$ cat src/rtl/mem_stage_ctrl_pkg.sv
// Shared definitions for the MEM-stage sequencer: operation codes,
// sequencer states, MEM/WB mux select bit positions and op-class helpers.
package mem_stage_ctrl_pkg;

  typedef enum logic [2:0] {
    OP_NOP    = 3'd0,
    OP_PASS8  = 3'd1,
    OP_PASS16 = 3'd2,
    OP_LD8    = 3'd3,
    OP_LD16   = 3'd4,
    OP_SFR_RD = 3'd5,
    OP_ST8    = 3'd6,
    OP_ST16   = 3'd7
  } op_e;

  typedef enum logic [1:0] {
    ST_IDLE,
    ST_ACC_LO,
    ST_ACC_HI,
    ST_COMPLETE
  } state_e;

  localparam int unsigned SEL_LD_BOT  = 0;
  localparam int unsigned SEL_SFR_TOP = 1;
  localparam int unsigned SEL_EX_TOP  = 2;
  localparam int unsigned SEL_LD_TOP  = 3;

  function automatic logic is_mem_op(input op_e op);
    return (op == OP_LD8) || (op == OP_LD16) || (op == OP_ST8) || (op == OP_ST16);
  endfunction

  function automatic logic is_load(input op_e op);
    return (op == OP_LD8) || (op == OP_LD16);
  endfunction

  function automatic logic is_store(input op_e op);
    return (op == OP_ST8) || (op == OP_ST16);
  endfunction

  function automatic logic is_wide(input op_e op);
    return (op == OP_LD16) || (op == OP_ST16);
  endfunction

endpackage

$ cat src/rtl/mem_stage_ctrl_wait_timer.sv
// mem_wait_timer: 8-bit saturating wait counter for the memory handshake.
//   clock, reset : rising-edge clock, synchronous active-high reset
//   clear        : restart the count at zero (has priority over enable)
//   enable       : current cycle is an unacknowledged request cycle
//   expired      : this enabled cycle brings the count to MAX_WAIT
module mem_wait_timer #(
  parameter int unsigned MAX_WAIT = 15
) (
  input  logic clock,
  input  logic reset,
  input  logic clear,
  input  logic enable,
  output logic expired
);

  // The register holds completed wait cycles, so the MAX_WAIT-th unacked
  // cycle is the one that sees MAX_WAIT-1 and aborts in that same cycle.
  localparam logic [7:0] LIMIT = 8'(MAX_WAIT - 1);

  logic [7:0] count;

  always_ff @(posedge clock) begin
    if (reset || clear) begin
      count <= '0;
    end else if (enable && (count != 8'hFF)) begin
      count <= count + 8'd1;
    end
  end

  assign expired = enable && (count == LIMIT);

endmodule

$ cat src/rtl/mem_stage_ctrl.sv
// mem_stage_ctrl: MEM pipeline stage sequencer. Decodes the EX/MEM op, runs
// the byte-wide data-memory handshake (16-bit accesses split into two bytes),
// captures load bytes, drives the MEM/WB data mux selects and stalls.
//   clock, reset                 : clock, synchronous active-high reset
//   op_valid, op, addr           : instruction from EX/MEM
//   st_data_top, st_data_bot     : store data bytes
//   mem_req/we/addr/wdata        : memory request
//   mem_ack, mem_rdata           : memory acknowledge and read data
//   sfr_rd_en                    : SFR read strobe
//   ld_res_top, ld_res_bot       : registered load bytes
//   sel_signals                  : MEM/WB mux selects
//   stall, wb_valid, bus_err     : pipeline freeze, writeback valid, abort flag
module mem_stage_ctrl
  import mem_stage_ctrl_pkg::*;
#(
  parameter int unsigned ADDR_WIDTH = 16,
  parameter int unsigned MAX_WAIT   = 15
) (
  input  logic                  clock,
  input  logic                  reset,
  input  logic                  op_valid,
  input  logic [2:0]            op,
  input  logic [ADDR_WIDTH-1:0] addr,
  input  logic [7:0]            st_data_top,
  input  logic [7:0]            st_data_bot,
  output logic                  mem_req,
  output logic                  mem_we,
  output logic [ADDR_WIDTH-1:0] mem_addr,
  output logic [7:0]            mem_wdata,
  input  logic                  mem_ack,
  input  logic [7:0]            mem_rdata,
  output logic                  sfr_rd_en,
  output logic [7:0]            ld_res_top,
  output logic [7:0]            ld_res_bot,
  output logic [3:0]            sel_signals,
  output logic                  stall,
  output logic                  wb_valid,
  output logic                  bus_err
);

  state_e                state_q, state_d;
  op_e                   op_in, op_q;
  logic [ADDR_WIDTH-1:0] addr_q;
  logic [7:0]            top_q, bot_q;
  logic                  err_q;
  logic                  expired, abort;

  assign op_in = op_e'(op);

  mem_wait_timer #(.MAX_WAIT(MAX_WAIT)) u_timer (
    .clock   (clock),
    .reset   (reset),
    .clear   (state_d != state_q),
    .enable  (mem_req && !mem_ack),
    .expired (expired)
  );

  always_comb begin
    state_d     = state_q;
    mem_req     = 1'b0;
    mem_we      = 1'b0;
    mem_addr    = '0;
    mem_wdata   = '0;
    sfr_rd_en   = 1'b0;
    sel_signals = '0;
    stall       = 1'b0;
    wb_valid    = 1'b0;
    bus_err     = 1'b0;
    abort       = 1'b0;
    case (state_q)
      ST_IDLE: begin
        if (op_valid) begin
          case (op_in)
            OP_PASS8: wb_valid = 1'b1;
            OP_PASS16: begin
              sel_signals[SEL_EX_TOP] = 1'b1;
              wb_valid                = 1'b1;
            end
            OP_SFR_RD: begin
              sel_signals[SEL_SFR_TOP] = 1'b1;
              sfr_rd_en                = 1'b1;
              wb_valid                 = 1'b1;
            end
            OP_LD8, OP_LD16, OP_ST8, OP_ST16: begin
              stall   = 1'b1;
              state_d = ST_ACC_LO;
            end
            default: ;
          endcase
        end
      end
      ST_ACC_LO, ST_ACC_HI: begin
        mem_req  = 1'b1;
        stall    = 1'b1;
        mem_we   = is_store(op_q);
        mem_addr = (state_q == ST_ACC_HI) ? addr_q + ADDR_WIDTH'(1) : addr_q;
        if (is_store(op_q)) begin
          mem_wdata = (state_q == ST_ACC_HI) ? top_q : bot_q;
        end
        if (mem_ack) begin
          state_d = (state_q == ST_ACC_LO && is_wide(op_q)) ? ST_ACC_HI : ST_COMPLETE;
        end else if (expired) begin
          abort   = 1'b1;
          state_d = ST_COMPLETE;
        end
      end
      ST_COMPLETE: begin
        bus_err = err_q;
        state_d = ST_IDLE;
        if (op_q == OP_LD8) begin
          sel_signals[SEL_LD_BOT] = 1'b1;
          wb_valid                = 1'b1;
        end else if (op_q == OP_LD16) begin
          sel_signals[SEL_LD_BOT] = 1'b1;
          sel_signals[SEL_LD_TOP] = 1'b1;
          wb_valid                = 1'b1;
        end
      end
      default: state_d = ST_IDLE;
    endcase
  end

  always_ff @(posedge clock) begin
    if (reset) begin
      state_q    <= ST_IDLE;
      op_q       <= OP_NOP;
      addr_q     <= '0;
      top_q      <= '0;
      bot_q      <= '0;
      err_q      <= 1'b0;
      ld_res_top <= '0;
      ld_res_bot <= '0;
    end else begin
      state_q <= state_d;
      case (state_q)
        ST_IDLE: begin
          if (op_valid && is_mem_op(op_in)) begin
            op_q   <= op_in;
            addr_q <= addr;
            top_q  <= st_data_top;
            bot_q  <= st_data_bot;
            err_q  <= 1'b0;
          end
        end
        ST_ACC_LO: begin
          if (mem_ack) begin
            if (is_load(op_q)) ld_res_bot <= mem_rdata;
            if (op_q == OP_LD8) ld_res_top <= '0;
          end else if (abort) begin
            err_q <= 1'b1;
            // Neither byte has arrived yet.
            if (is_load(op_q)) begin
              ld_res_bot <= '0;
              ld_res_top <= '0;
            end
          end
        end
        ST_ACC_HI: begin
          if (mem_ack) begin
            if (is_load(op_q)) ld_res_top <= mem_rdata;
          end else if (abort) begin
            err_q <= 1'b1;
            if (is_load(op_q)) ld_res_top <= '0;
          end
        end
        default: ;
      endcase
    end
  end

endmodule

$ cat config.mk
export PLATFORM = sky130hd
export DESIGN_NAME = mem_stage_ctrl
export DESIGN_NICKNAME = d
export VERILOG_FILES = /design/src/rtl/mem_stage_ctrl_pkg.sv /design/src/rtl/mem_stage_ctrl_wait_timer.sv /design/src/rtl/mem_stage_ctrl.sv
export SDC_FILE = /design/constraint.sdc
export NUM_CORES = 1
export LEC_CHECK = 0
export CAP_MARGIN = 5
export CORE_MARGIN = 2
export CORE_UTILIZATION = 32
export DETAILED_ROUTE_END_ITERATION = 10
export GPL_TIMING_DRIVEN = 1
export PLACE_DENSITY = 0.71
export RECOVER_POWER = 100
export SETUP_SLACK_MARGIN = 0.5
export SLEW_MARGIN = 15
export SYNTH_ARGS = -nofsm -noshare
export SYNTH_HDL_FRONTEND = slang
export SYNTH_SLANG_ARGS = --single-unit
$ cat constraint.sdc
create_clock -name clock -period 2.4 [get_ports clock]
set_input_delay 0.24 -clock clock [delete_from_list [all_inputs] [get_ports clock]]
set_output_delay 0.24 -clock clock [all_outputs]
set_load 0.005 [all_outputs]
==> impl_metrics.ini, run 1 <==
[sta]
slew_violations = 0
worstMarginPinSlew_ps = 691
fin_skew_ps = 9.55
fmax_mhz = 453
slew_headroom_pct = 53.9
period_share_pct = 92.1
rsz0062_at_grt = true
holdWs_ps = 320
setup_violations = 0
fin_crit_ps = 2210
hold_viol_final = 0
fin_tns_setup_ps = 0

[grt]
grt_overflow_total = 0
track_usage_pct = 19.4
antenna_found_initial = 0
grt_max_degree = 36
grt_pass1_vias = 3310
grt_pass1_wl_um = 15800

[min_path]
hp-class = input pin to flop

[logic_synthesis]
synth.area.top_cells = dfxtp_1, nand2_1, a21oi_1, mux2i_1, a22o_1
post-synth-top-count-cell = nand2_1
async_flop_share_pct = 0
synth_fp_nets = 427
ys.flop_type = dfxtp_1
yosys.area.top_type = dfxtp_1
yosysWarnings = 0
syn-instance-count = 373
synth_area_per_cell_sq_um = 8.15
ys_seq_area_share_pct = 40.8
ys_ff_latch = 62
synth_common_cells = nand2_1, dfxtp_1, a21oi_1
synth.cell_area_sq_mm = 0.00304
ys_types = 49
synth_edf_count = 0
yosysTopAreaCellShare_pct = 40.8

[critical_path]
cp_top_family = buffers and inverters
cp_num_buf_inv = 6
criticalPathCategory = flop to output pin
cpMaxStageDelayCell = dfxtp_1
end_kind = output pin
r2r_slack_ps = 240
critPathArrivalTime_ps = 1970
crit_top_cell = clkbuf_1
crit_chain = inv_1, clkbuf_1, ha_4, buf_6, nand3_4, clkbuf_1, clkbuf_1, nor2_4, buf_2
path_max_fanout = 5
critPathMaxStageDelay_ps = 320
crit_required_ps = 2160
start_kind = flop

[routing]
first_pass_iters = 4
dr_total_vias = 3368
wl_per_cell_um = 15.9
drt-total-wl_um = 10600
drt_iter0_drc = 189
viasPerCell = 5.08
drc = 0
detail-route-antenna-nets = 0

[floorplanning]
rows = 35
dieArea_sq_mm = 0.0103
fp.dieW_um = 101
start_util_pct = 32.9
core_sq_mm = 0.00924
top_level_ports = 97
die_y_um = 101

[cells_and_area]
nets = 583
drive_gt1_share_pct = 30.7
fill_cells = 818
syn_to_final_growth_pct = 70.8
fin_area_sq_mm = 0.00519
final_cells = 663
n_antenna_cell = 0

[placement]
place_area_sq_mm = 0.00422
gp_congestion = 0.863
io_buffers = 96
place_inst = 593
dp.final_hpwl_um = 6120

[power_and_ir_drop]
power_mw = 3.05
worst_ir_drop_vdd_mv = 0.397
p_per_area_mw_per_mm2 = 588
p_leak_nw = 2.06

[cts]
clk_path_buf_depth = 2
insertion_delay_ps = 340
clock-sinks = 62
ctsHoldBuffers = 0
cts_buffers = 9
path_clk_slew_ps = 70
cts-root-buf = clkbuf_8
cts_tree = built
htree_levels = 3

[status]
outcome = completed

[job]
maxCapViolations = 0
[worst reg2reg max path: stages, from the launching register on]
cell and delay [ps]:
dfxtp_1 320, inv_1 120, clkbuf_1 250, ha_4 290
buf_6 130, and4b_1 230, a31o_4 260, o211a_4 180
nor4_1 280
[stage by stage]
| stage | util (%) | setup WS [ps] |
|---|---|---|
| after floorplan | - | 520 |
| after global placement | 45.7 | 198 |
| after detailed placement | 45.7 | 147 |
| after CTS | 54.5 | 270 |
| after global routing | 56.2 | 114 |
| final | 56.2 | 191 |
[report_power, final]
| group | total (mW) | internal [mW] | switching, mW |
|---|---|---|---|
| combinational | 1.02 | 0.502 | 0.521 |
| clock | 0.892 | 0.482 | 0.410 |
| sequential | 1.14 | 1.09 | 0.0493 |
[sequential cells by signal (all words and copies together) (netlist names)]
signal / flops
top_q: 8
u_timer.count: 8
op_q: 3
ld_res_bot: 8
bot_q: 8
addr_q: 16
err_q: 1
ld_res_top: 8
state_q: 2
[final timing paths]
path / start / endpoint / cells after the start
max: state_q[0]$_SDFF_PP0_ / mem_wdata[1] / 9
min: reset / addr_q[14]$_SDFFE_PP0P_ / 2
max reg2reg: state_q[0]$_SDFF_PP0_ / u_timer.count[5]$_SDFFE_PP0P_ / 8
min reg2reg: top_q[2]$_SDFFE_PP0P_ / top_q[2]$_SDFFE_PP0P_ / 2
[cell type report]
cell class	instances	area (sq um)	area share, %
clock inverters	5	60.1	1.16
well taps	129	161	3.11
inverters	10	47.5	0.916
flip-flops and latches	62	1270	24.5
multi-input cells	283	2080	40.1
clock buffers	11	131	2.53
repair buffers	163	1440	27.7
[cell families after synthesis]
logic type / count (synthesis) / share of synthesized area [%]
buffers and inverters: 29 / 3.75
XOR/XNOR: 14 / 4.03
adder cells (fa/ha/maj): 7 / 2.88
multiplexers: 16 / 5.31
flip-flops: 62 / 40.8
AO/OA/AOI/OAI: 83 / 18.9
AND/OR/NAND/NOR: 162 / 24.3
[per-layer routing]
metal	wire length (um)	GRT usage (%)	share of wire (%)	up-vias
met4	178	6.34	1.7	0
met5	0	0	0	-
met3	565	3.80	5.4	15
met2	5580	35.4	53	103
met1	4230	22.7	40	1632
li1	-	-	-	1618
[cell usage in the layout (no fill, tap or decap), drive strengths merged, types with 15 or more instances in the layout]
master	n
dfxtp	62
clkbuf	31
buf	73
clkdlybuf4s50	44
a21oi	42
nand2	86
mux2i	15
nor2	23
a22o	16
dlygate4sd3	17
[what timing repair did]
action	CTS	global route
pin swaps	43	30
hold endpoints to repair	0	0
gates cloned	3	0
setup endpoints to repair	60	55
buffers inserted	39	12
gates resized for setup	178	73
Power figures use the tool's default switching activity.
==> run 2, diff against run 1 <==
Settings changed: SETUP_SLACK_MARGIN 0.5 to 0.15.
==> impl_metrics.ini, run 2 (synthesis gave the netlist of run 1 again) <==
[cells_and_area]
largest_reg_flops = 16
layout_commonest_cell = nand2_1
layout_common_cells = nand2_1, dfxtp_1, clkdlybuf4s50_1, a21oi_1, dlygate4sd3_1
syn_to_final_growth_pct = 52.0
nets = 544
drive_gt1_share_pct = 14.6
n_antenna_cell = 0
regMostFlops = addr_q
fin_util_pct = 50.0

[routing]
drc = 0
first_pass_iters = 5
wl_per_cell_um = 14.0
detail-route-antenna-nets = 0
drt-total-wl_um = 8700
drt_iter0_drc = 163
viasPerCell = 4.84
dr_total_vias = 3018

[critical_path]
path_max_fanout = 7
regToRegStartpoint = state_q[1]$_SDFF_PP0_
startpoint = addr_q[5]$_SDFFE_PP0P_
endpoint = mem_addr[9]
crit_required_ps = 2160
reg2reg_to = u_timer.count[1]$_SDFFE_PP0P_
end_kind = output pin
critPathArrivalTime_ps = 2100
r2r_cells = 7
start_kind = flop
r2r_slack_ps = 240
criticalPathCategory = flop to output pin

[sta]
hold_viol_final = 0
setup_violations = 0
worstMarginPinSlew_ps = 720
rsz0062_at_grt = true
period_share_pct = 97.4
slew_violations = 0
holdWs_ps = 321
slew_headroom_pct = 52.0
fin_tns_setup_ps = 0
fin_crit_ps = 2340
fin_skew_ps = 9.25
fmax_mhz = 428

[cts]
insertion_delay_ps = 340
clock-sinks = 62
cts_buffers = 9
cts_tree = built
htree_levels = 3
cts-root-buf = clkbuf_8
clk_path_buf_depth = 2
ctsHoldBuffers = 0
path_clk_slew_ps = 70

[min_path]
hp-class = input pin to flop
min_from = reset

[placement]
gp_congestion = 0.955
io_buffers = 96
dp.final_hpwl_um = 6170

[grt]
grt_pass1_wl_um = 13700
track_usage_pct = 16.9
grt_max_degree = 36
grt_overflow_total = 0
antenna_found_initial = 0
grt_pass1_vias = 2941

[power_and_ir_drop]
p_leak_nw = 1.85
p_per_area_mw_per_mm2 = 598
power_mw = 2.76
worst_ir_drop_vdd_mv = 0.360

[floorplanning]
core_sq_mm = 0.00924
fp.dieW_um = 101
die_y_um = 101
rows = 35
top_level_ports = 97
start_util_pct = 32.9
dieArea_sq_mm = 0.0103

[status]
outcome = completed

[job]
maxCapViolations = 0
## run 2: through the flow
stage	cells	setup WS (ps)	area, sq um
after global placement	596	143	4210
after floorplan	373	314	3040
after detailed placement	596	99.5	4210
after global routing	623	-9.71	4620
after CTS	618	48.2	4580
final	623	62.4	4620
## run 2: cell type report
cell class / instances / area, sq um
timing repair buffer: 125 / 1160
sequential: 62 / 1260
tap: 129 / 161
multi-input combinational: 282 / 1790
clock buffer: 12 / 165
fill: 880 / 4620
clock inverter: 3 / 42.5
inverter: 10 / 42.5
## run 2: where the power goes
part	switching, mW	internal, mW
Sequential	0.0486	1.09
Clock	0.391	0.557
Combinational	0.358	0.320
## run 2: how the worst min path moves through the flow
stage | endpoint | slack [ps] | cells after the start
6_report | addr_q[11]$_SDFFE_PP0P_ | 320 | 2
5_1_grt | addr_q[11]$_SDFFE_PP0P_ | 330 | 2
4_1_cts | state_q[1]$_SDFF_PP0_ | 300 | 2
3_5_place_dp | bot_q[6]$_SDFFE_PP0P_ | 450 | 2
3_3_place_gp | bot_q[3]$_SDFFE_PP0P_ | 440 | 2
2_1_floorplan | ld_res_bot[0]$_SDFFE_PP0P_ | 370 | 1
## run 2: critical path: stages, from the launching register on
cell and delay (ps):
dfxtp_4 380, nand4_1 110, buf_4 170, buf_4 140, nor3_2 200, xnor2_1 140
nor2_1 60, dlygate4sd3_1 570
## run 2: routing by layer
metal	GRT usage, %	vias to the layer above	share of wire [%]
li1	-	1536	-
met1	19.2	1398	43
met2	30.4	74	52
met3	4.97	10	4.9
met4	5.41	0	0.98
met5	0	-	0
## run 2: what timing repair did
| item | in CTS | in global routing |
|---|---|---|
| resized for setup | 50 | 17 |
| buffers inserted | 7 | 5 |
| endpoints found under the setup margin | 37 | 16 |
| pin swaps | 11 | 3 |
| cloned | 0 | 0 |
==> run 3, diff against run 2 <==
Settings changed: CELL_PAD_IN_SITES_DETAIL_PLACEMENT from default to 1, CELL_PAD_IN_SITES_GLOBAL_PLACEMENT from default to 1, CORE_UTILIZATION 32 to 33, CTS_CLUSTER_DIAMETER from default to 120, PLACE_DENSITY 0.71 to 0.91.
==> impl_metrics.ini, run 3 (synthesis gave the netlist of run 1 again) <==
[cts]
cts-root-buf = clkbuf_8
path_clk_slew_ps = 70
clock-sinks = 62
clk_path_buf_depth = 2
htree_levels = 3
cts_tree = built
cts_buffers = 9
insertion_delay_ps = 360
ctsHoldBuffers = 0

[min_path]
min_from = st_data_bot[0]
hp-class = input pin to flop

[sta]
setup_violations = 0
holdWs_ps = 433
fin_crit_ps = 2330
period_share_pct = 97.1
setup_ws_ps = 69.1
fmax_mhz = 429
slew_headroom_pct = 51.2
fin_skew_ps = 11.3
worstMarginPinSlew_ps = 732
slew_violations = 0
hold_viol_final = 0
rsz0062_at_grt = true

[floorplanning]
start_util_pct = 33.5
die_y_um = 100
rows = 35
fp.dieW_um = 100
top_level_ports = 97
core_sq_mm = 0.00906
dieArea_sq_mm = 0.00999

[critical_path]
crit_required_ps = 2160
cp_top_family = buffers and inverters
critPathArrivalTime_ps = 2090
start_kind = flop
cpMaxStageDelayCell = clkdlybuf4s50_1
end_kind = output pin
path_max_fanout = 11
cp_num_buf_inv = 4
crit_chain = inv_2, buf_4, ha_4, buf_6, nand2_1, mux2i_1, clkdlybuf4s50_1
critPathMaxStageDelay_ps = 510
startpoint = state_q[0]$_SDFF_PP0_
criticalPathCategory = flop to output pin
regToRegStartpoint = state_q[0]$_SDFF_PP0_

[grt]
track_usage_pct = 22.5
grt_pass1_wl_um = 17600
antenna_found_initial = 1
grt_max_degree = 36
grt_pass1_vias = 3491
grt_overflow_total = 0

[routing]
drt-total-wl_um = 12700
viasPerCell = 5.50
wl_per_cell_um = 20.6
first_pass_iters = 4
drc = 0
dr_total_vias = 3402
drt_iter0_drc = 173
detail-route-antenna-nets = 0

[cells_and_area]
syn_to_final_growth_pct = 61.3
regMostFlops = addr_q
nets = 555
drive_gt1_share_pct = 21.1
layout_common_cells = nand2_1, clkdlybuf4s50_1, dfxtp_1, a21oi_1, buf_4
layout_commonest_cell = nand2_1
largest_reg_flops = 16

[power_and_ir_drop]
power_mw = 3.11
p_per_area_mw_per_mm2 = 634
worst_ir_drop_vdd_mv = 0.277
p_leak_nw = 2.08

[job]
maxCapViolations = 0

[placement]
dp.final_hpwl_um = 7470
io_buffers = 96
dp_worst_setup_slack_ps = 62.2
gp_congestion = 0.892

[status]
outcome = completed
[run 3: cell count changes in the layout (fill, tap and decap cells not counted), moves of 3 or more]
cell | previous run | this run
clkdlybuf4s50_1 | 51 | 54
dlymetal6s2s_1 | 3 | 11
nor2_2 | 0 | 6
mux2i_1 | 15 | 10
nor2_1 | 23 | 16
dlygate4sd3_1 | 24 | 16
mux2i_4 | 0 | 4
clkdlybuf4s25_1 | 3 | 0
buf_12 | 1 | 4
clkbuf_1 | 4 | 0
buf_4 | 21 | 33
[run 3: power by group]
group	switching (mW)	internal (mW)
Sequential	0.0660	1.09
Clock	0.430	0.641
Combinational	0.469	0.413
[run 3: worst paths after layout]
check                      endpoint  slack (ps)  depth (start not counted)
max                    mem_addr[14]          70                          7
min           bot_q[0]$_SDFFE_PP0P_         430                          3
max reg2reg  addr_q[7]$_SDFFE_PP0P_         120                          8
min reg2reg   bot_q[2]$_SDFFE_PP0P_         460                          2
[run 3: worst register-to-register path, cell delays in order (launching register included)]
cell and delay, ps:
dfxtp_2 350, inv_2 60, buf_4 140, ha_4 160, and2_4 160, nand2_1 110
clkbuf_2 590, nand2_1 260, a21oi_1 330
[run 3: per-layer routing]
layer / routed length (um) / vias up / share of wire [%] / global-route usage (%)
met4: 503 / 0 / 4.0 / 13.0
li1: - / 1570 / - / -
met3: 512 / 45 / 4.0 / 3.34
met5: 0 / - / 0 / 0
met1: 4970 / 1664 / 39 / 25.1
met2: 6740 / 123 / 53 / 40.7
[run 3: layout make-up]
| type | count | area [sq um] |
|---|---|---|
| well taps | 111 | 139 |
| fillers | 1067 | 4160 |
| repair buffers | 135 | 1300 |
| flip-flops and latches | 62 | 1260 |
| clock inverters | 5 | 81.3 |
| inverters | 10 | 42.5 |
| multi-input cells | 283 | 1920 |
| diodes | 1 | 2.50 |
| clock buffers | 11 | 151 |
[run 3: stage by stage]
stage	setup TNS, ps	util [%]	area [sq um]	cells
floorplan	0	-	3040	373
global placement	0	46.3	4200	577
detailed placement	0	46.3	4200	577
CTS	0	51.0	4630	603
global route	-2.76	54.1	4900	618
finish	0	54.1	4900	618
[run 3: repair_timing]
| action | CTS | global route |
|---|---|---|
| setup endpoints to repair | 49 | 35 |
| gates cloned | 0 | 1 |
| gates resized for setup | 55 | 46 |
| setup buffers | 10 | 13 |
| endpoints found under the hold margin | 0 | 0 |
| pin swaps | 4 | 7 |
